**config.mk**
```make
export PLATFORM = sky130hd
export DESIGN_NAME = multicycle_mips_core
export DESIGN_NICKNAME = d
export VERILOG_FILES = /design/src/rtl/multicycle_mips_core.sv
export SDC_FILE = /design/constraint.sdc
export NUM_CORES = 2
export LEC_CHECK = 0
export ABC_AREA = 1
export BUFFER_PORTS_ARGS = -buffer_cell sky130_fd_sc_hd__buf_2
export CORE_MARGIN = 10
export CORE_UTILIZATION = 55
export CTS_BUF_LIST = sky130_fd_sc_hd__clkbuf_16
export CTS_CLUSTER_SIZE = 28
export DETAILED_ROUTE_END_ITERATION = 10
export PLACE_DENSITY = 0.71
export SLEW_MARGIN = 20
export SYNTH_ARGS = -nofsm -noshare
export SYNTH_HDL_FRONTEND = slang
export SYNTH_SLANG_ARGS = --single-unit
```
**constraint.sdc**
```tcl
create_clock -name CLK -period 3.4 [get_ports CLK]
set_input_delay 0.34 -clock CLK [delete_from_list [all_inputs] [get_ports CLK]]
set_output_delay 0.34 -clock CLK [all_outputs]
set_load 0.005 [all_outputs]
```
**src/rtl/multicycle_mips_core.sv**
```systemverilog
// Multicycle MIPS subset core: FSM sequencer plus datapath behind one shared
// instruction/data memory port with a req/ready handshake.
module multicycle_mips_core #(
  parameter logic [31:0] RESET_PC      = 32'h0,
  parameter int          ADDRESS_WIDTH = 5,
  parameter bit          ENABLE_BNE    = 1'b0
) (
  input  logic        CLK,
  input  logic        Reset,
  output logic        mem_req,
  output logic        mem_we,
  output logic [31:0] mem_addr,
  output logic [31:0] mem_wdata,
  input  logic [31:0] mem_rdata,
  input  logic        mem_ready,
  output logic [31:0] PC,
  output logic        Halted
);
  localparam int NREG = 1 << ADDRESS_WIDTH;

  localparam logic [5:0] OP_RTYPE = 6'b000000;
  localparam logic [5:0] OP_J     = 6'b000010;
  localparam logic [5:0] OP_BEQ   = 6'b000100;
  localparam logic [5:0] OP_BNE   = 6'b000101;
  localparam logic [5:0] OP_ADDI  = 6'b001000;
  localparam logic [5:0] OP_LW    = 6'b100011;
  localparam logic [5:0] OP_SW    = 6'b101011;

  localparam logic [5:0] FN_ADD = 6'b100000;
  localparam logic [5:0] FN_SUB = 6'b100010;
  localparam logic [5:0] FN_AND = 6'b100100;
  localparam logic [5:0] FN_OR  = 6'b100101;
  localparam logic [5:0] FN_SLT = 6'b101010;

  typedef enum logic [3:0] {
    S_FETCH, S_DECODE, S_EXEC, S_ALUWB, S_MEMADR, S_MEMRD, S_MEMWB,
    S_MEMWR, S_BRANCH, S_ADDIEX, S_ADDIWB, S_JUMP, S_HALT
  } state_e;

  state_e      state_q, state_d;
  logic [31:0] pc_q, pc_d, ir_q, ir_d, a_q, a_d, b_q, b_d;
  logic [31:0] alu_q, alu_d, mdr_q, mdr_d;
  logic [31:0] rf_q [NREG];

  logic                     rf_we;
  logic [ADDRESS_WIDTH-1:0] rf_waddr;
  logic [31:0]              rf_wdata;
  logic                     req, we;
  logic [31:0]              addr;

  logic [5:0]               opcode, funct;
  logic [ADDRESS_WIDTH-1:0] rs, rt, rd;
  logic [31:0]              imm;
  logic                     unused_ir;

  assign opcode    = ir_q[31:26];
  assign funct     = ir_q[5:0];
  assign rs        = ir_q[21 +: ADDRESS_WIDTH];
  assign rt        = ir_q[16 +: ADDRESS_WIDTH];
  assign rd        = ir_q[11 +: ADDRESS_WIDTH];
  assign imm       = {{16{ir_q[15]}}, ir_q[15:0]};
  assign unused_ir = ^ir_q;

  always_ff @(posedge CLK or negedge Reset) begin
    if (!Reset) state_q <= S_FETCH;
    else        state_q <= state_d;
  end

  always_comb begin
    state_d  = state_q;
    pc_d     = pc_q;
    ir_d     = ir_q;
    a_d      = a_q;
    b_d      = b_q;
    alu_d    = alu_q;
    mdr_d    = mdr_q;
    rf_we    = 1'b0;
    rf_waddr = '0;
    rf_wdata = '0;
    req      = 1'b0;
    we       = 1'b0;
    addr     = pc_q;
    case (state_q)
      S_FETCH: begin
        req = 1'b1;
        if (mem_ready) begin
          ir_d    = mem_rdata;
          pc_d    = pc_q + 32'd4;
          state_d = S_DECODE;
        end
      end
      S_DECODE: begin
        a_d   = rf_q[rs];
        b_d   = rf_q[rt];
        alu_d = pc_q + (imm << 2);
        case (opcode)
          OP_RTYPE:      state_d = S_EXEC;
          OP_LW, OP_SW:  state_d = S_MEMADR;
          OP_BEQ:        state_d = S_BRANCH;
          OP_BNE:        state_d = ENABLE_BNE ? S_BRANCH : S_HALT;
          OP_ADDI:       state_d = S_ADDIEX;
          OP_J:          state_d = S_JUMP;
          default:       state_d = S_HALT;
        endcase
      end
      S_EXEC: begin
        state_d = S_ALUWB;
        case (funct)
          FN_ADD:  alu_d = a_q + b_q;
          FN_SUB:  alu_d = a_q - b_q;
          FN_AND:  alu_d = a_q & b_q;
          FN_OR:   alu_d = a_q | b_q;
          FN_SLT:  alu_d = ($signed(a_q) < $signed(b_q)) ? 32'd1 : 32'd0;
          default: state_d = S_HALT;
        endcase
      end
      S_ALUWB: begin
        rf_we    = 1'b1;
        rf_waddr = rd;
        rf_wdata = alu_q;
        state_d  = S_FETCH;
      end
      S_MEMADR: begin
        alu_d   = a_q + imm;
        state_d = (opcode == OP_LW) ? S_MEMRD : S_MEMWR;
      end
      S_MEMRD: begin
        req  = 1'b1;
        addr = alu_q;
        if (mem_ready) begin
          mdr_d   = mem_rdata;
          state_d = S_MEMWB;
        end
      end
      S_MEMWB: begin
        rf_we    = 1'b1;
        rf_waddr = rt;
        rf_wdata = mdr_q;
        state_d  = S_FETCH;
      end
      S_MEMWR: begin
        req  = 1'b1;
        we   = 1'b1;
        addr = alu_q;
        if (mem_ready) state_d = S_FETCH;
      end
      S_BRANCH: begin
        if ((opcode == OP_BEQ) ? (a_q == b_q) : (a_q != b_q)) pc_d = alu_q;
        state_d = S_FETCH;
      end
      S_ADDIEX: begin
        alu_d   = a_q + imm;
        state_d = S_ADDIWB;
      end
      S_ADDIWB: begin
        rf_we    = 1'b1;
        rf_waddr = rt;
        rf_wdata = alu_q;
        state_d  = S_FETCH;
      end
      S_JUMP: begin
        // pc_q already points past the jump, so the region bits come from PC+4
        pc_d    = {pc_q[31:28], ir_q[25:0], 2'b00};
        state_d = S_FETCH;
      end
      default: state_d = S_HALT;
    endcase
  end

  always_ff @(posedge CLK or negedge Reset) begin
    if (!Reset) begin
      pc_q  <= RESET_PC;
      ir_q  <= '0;
      a_q   <= '0;
      b_q   <= '0;
      alu_q <= '0;
      mdr_q <= '0;
    end else begin
      pc_q  <= pc_d;
      ir_q  <= ir_d;
      a_q   <= a_d;
      b_q   <= b_d;
      alu_q <= alu_d;
      mdr_q <= mdr_d;
    end
  end

  // Register 0 is never written, so its reset value keeps it reading zero.
  always_ff @(posedge CLK or negedge Reset) begin
    if (!Reset) begin
      for (int i = 0; i < NREG; i++) rf_q[i] <= '0;
    end else if (rf_we && (rf_waddr != '0)) begin
      rf_q[rf_waddr] <= rf_wdata;
    end
  end

  // Gating with Reset drops a pending request asynchronously.
  assign mem_req   = Reset & req;
  assign mem_we    = Reset & we;
  assign mem_addr  = Reset ? {addr[31:2], 2'b00} : 32'h0;
  assign mem_wdata = (Reset & we) ? b_q : 32'h0;
  assign PC        = pc_q;
  assign Halted    = Reset & (state_q == S_HALT);

endmodule

```
==> metrics.md <==
| Metric | Value |
|---|---|
| Rel. slew slack | 0.2902 |
| Layout Nets | 10119 |
| Final Critical Period | around 3.3 ns |
| Clock Tree Buf Depth | 3 |
| Via count of the first global-routing pass | about 73000 |
| # DRC | 0 |
| Critical Path Start Type | register |
| Crit share post-route | 0.9656 |
| RSZ-0062 raised after global routing | no |
| Row count | ~130 |
| Status | finished, final reports clean |
| Sequential share of the synthesized area | 0.4206 |
| Adder-cell share of the synthesized area | 0.02817 |
| Final Max Slew Viols | 0 |
| Setup crit end kind | output pin |
| Port Buf Inserts | 131 |
| DRT iter0 DRCs | 12424 |
| Dpl cell area | 76160 um2 |
| Final global-route overflow total | 0 |
| Synth warn | 0 |
| Setup violations, final | 0 |
| Top FF cell, synth | dfrtp_1 |
| Worst-margin pin slew | about 1.1 ns |
| Most frequent cells in the layout | nor2_1 (2308), o21ai_0 (1832), dfrtp_1 (1209) |
| Core ar. | 131300 um2 |
| Largest family of logic cells by synthesized area | compound AO/OA/AOI/OAI gates |
| Critical Path RT | 3.06 ns |
| Design area | 81050 um2 |
| # IOs | 134 |
| Synth area leader | dfrtp_1 |
| Hold WC Path Type | in -> async |
| Max-cap violations | 0 |
| Overall routing resource usage | 0.4282 |
| EDFF count, synth | 0 |
| Commonest non-fill, non-tap cell in the layout | nor2_1 |
| Leading cell types by total area after synthesis | dfrtp_1 (42%), o21ai_0 (13%), nor2_1 (12%) |
| Layout area overhead | 11.67% |
| H-tree depth | 4 |
| Die Y | approximately 380 um |
| R2R Setup Slk | 0.13 ns |
| Initial antenna violation count | 24 |
| Synth Area in XOR/XNOR | 0.004103 |
| Die footprint | 146900 um2 |
| Post-CTS Setup Inserts | 0 |
| Clk_lat worst skew | 0.82 ns |
| Initial Util | 0.5528 |
| Num CTS Buffers | 141 |
| Worst-path clk slew | 0.06 ns |
| Max frequency | a little over 300 MHz |
| Final hold viol count | 0 |
| Routed length per instance | about 28 um |
| Clock Tree Root | clkbuf_16 |
| Chip width | approximately 380 um |
| Synth Area per Inst | 7.168 um2 |
| Pre-antenna DRT Iters | 11 |
| Cell variety after synth | 49 |
| Multiplexer share of the synthesized area | 0 |
| VDD IR max | 0.0006632 V |
| Largest net degree at the start of global routing | around 170 |
| #FFs+latches synth | 1220 |
| Post-detailed-placement half-perimeter wirelength | 210.9 mm |
| P per Cell Area | roughly 1000 nW/um2 |
| Setup TNS | 0 ns |
| Routability cong. | 1.041 |
| Clock sink count | 1220 |
| Crit Path Max Fanout | 29 |
| Worst reg-to-reg path cell count | 14 |
| Leak Pwr | 0.03660 uW |
| Post-Syn Area | 72580 um2 |
| Total Wirelength | 325.1 mm |
| Routed Antenna Nets | 0 |
| Routed via count | 78720 |
| Final hold slack | 0.04338 ns |
| TritonCTS clock tree | done |
| Arr. time, crit path | about 2.9 ns |
| Crit path kind | reg -> out |
| Ys async rst share | 1.000 |
| Fraction of layout cells with a size suffix above 1 | 0.08142 |
| First-pass GRT wire length | around 480 mm |
| Simple-Gate Fraction of Synth Area | 0.2032 |
| Compound-cell area share of the yosys netlist | 0.2750 |
| Vias per cell | roughly 6.7 |
| Post-synth top area share | 0.4206 |
| Setup Skew | 0.03749 ns |
| Mapped Cells | 10126 |
state kept, by name (all words and copies together), names as in the netlist:
signal   flops
a_q         32
b_q         32
alu_q       32
PC          32
state_q      4
ir_q        32
mdr_q       32
rf_q      1024
Yosys cell counts (57+ instances only):
cell / count
a21oi_1: 1025
buf_2: 116
clkbuf_1: 709
dfrtp_1: 1220
ha_1: 157
inv_1: 415
nand2_1: 1035
nand3_1: 217
nor2_1: 2319
nor3_1: 57
o21ai_0: 1834
o221ai_1: 85
o22ai_1: 514
cells by family (layout without fill, tap and decap cells):
kind of cell,Yosys count,after routing
AND/OR/NAND/NOR,3738,3739
XOR/XNOR,34,34
adder cells (fa/ha/maj),161,161
AO/OA/AOI/OAI,3683,3683
flip-flops,1220,1220
buffers and inverters,1289,1196
other,1,11
per-stage QoR:
step / cells / setup WS [ns] / util / total power [uW]
6_report: 11799 / 0.1169 / 0.6173 / 82090
3_3_place_gp: 11499 / 0.2281 / 0.5800 / 64310
3_5_place_dp: 11499 / 0.2200 / 0.5801 / 64940
5_1_grt: 11790 / 0.008361 / 0.6171 / 86270
4_1_cts: 11787 / 0.02405 / 0.6167 / 80020
2_1_floorplan: 10127 / 0.9428 / - / 47690
metal layers:
| layer | GRT usage | routed length, um |
|---|---|---|
| met4 | 0.2762 | 25390 |
| met1 | 0.5505 | 119200 |
| met3 | 0.1425 | 46410 |
| met5 | 0 | 125 |
| met2 | 0.6139 | 134000 |
where the power goes:
part	internal [uW]	switching, uW
Clock	8320	6710
Combinational	13900	31500
Sequential	18000	3680
Total	40200	41900
cell type report:
class | count | area, um2
flip-flops and latches | 1220 | 30560
clock buffers | 143 | 3578
fillers | 11762 | 50250
repair buffers | 506 | 4751
clock inverters | 112 | 894.6
multi-input cells | 7619 | 37370
diodes | 9 | 22.52
inverters | 435 | 1674
well taps | 1755 | 2196
worst max-delay path: stages (launching register included):
cell     delay, ns
dfrtp_1       0.42
inv_2         0.05
nor2_1        0.11
inv_2         0.09
nor2_1        0.09
inv_1         0.06
nor2_1        0.23
inv_4         0.29
buf_4         0.25
nor2_1        0.34
buf_2         0.20
path summary, 6_finish.rpt:
path / startpoint / end
max in group asynchronous: Reset / ir_q[23]
min: Reset / PC[29]
max reg2reg: state_q[2] / rf_q[954]
min in group CLK: mem_rdata[16] / mdr_q[16]
min reg2reg: rf_q[1023] / rf_q[1023]
max: state_q[2] / mem_wdata[16]
what timing repair did:
item | CTS | global route
hold endpoints to repair | 277 | 0
cloned | 0 | 1
pin swaps | 0 | 1
hold buffers | 33 | 0
endpoints found under the setup margin | 2 | 27
resized for setup | 2 | 10
(Power assumes the default switching activity.)
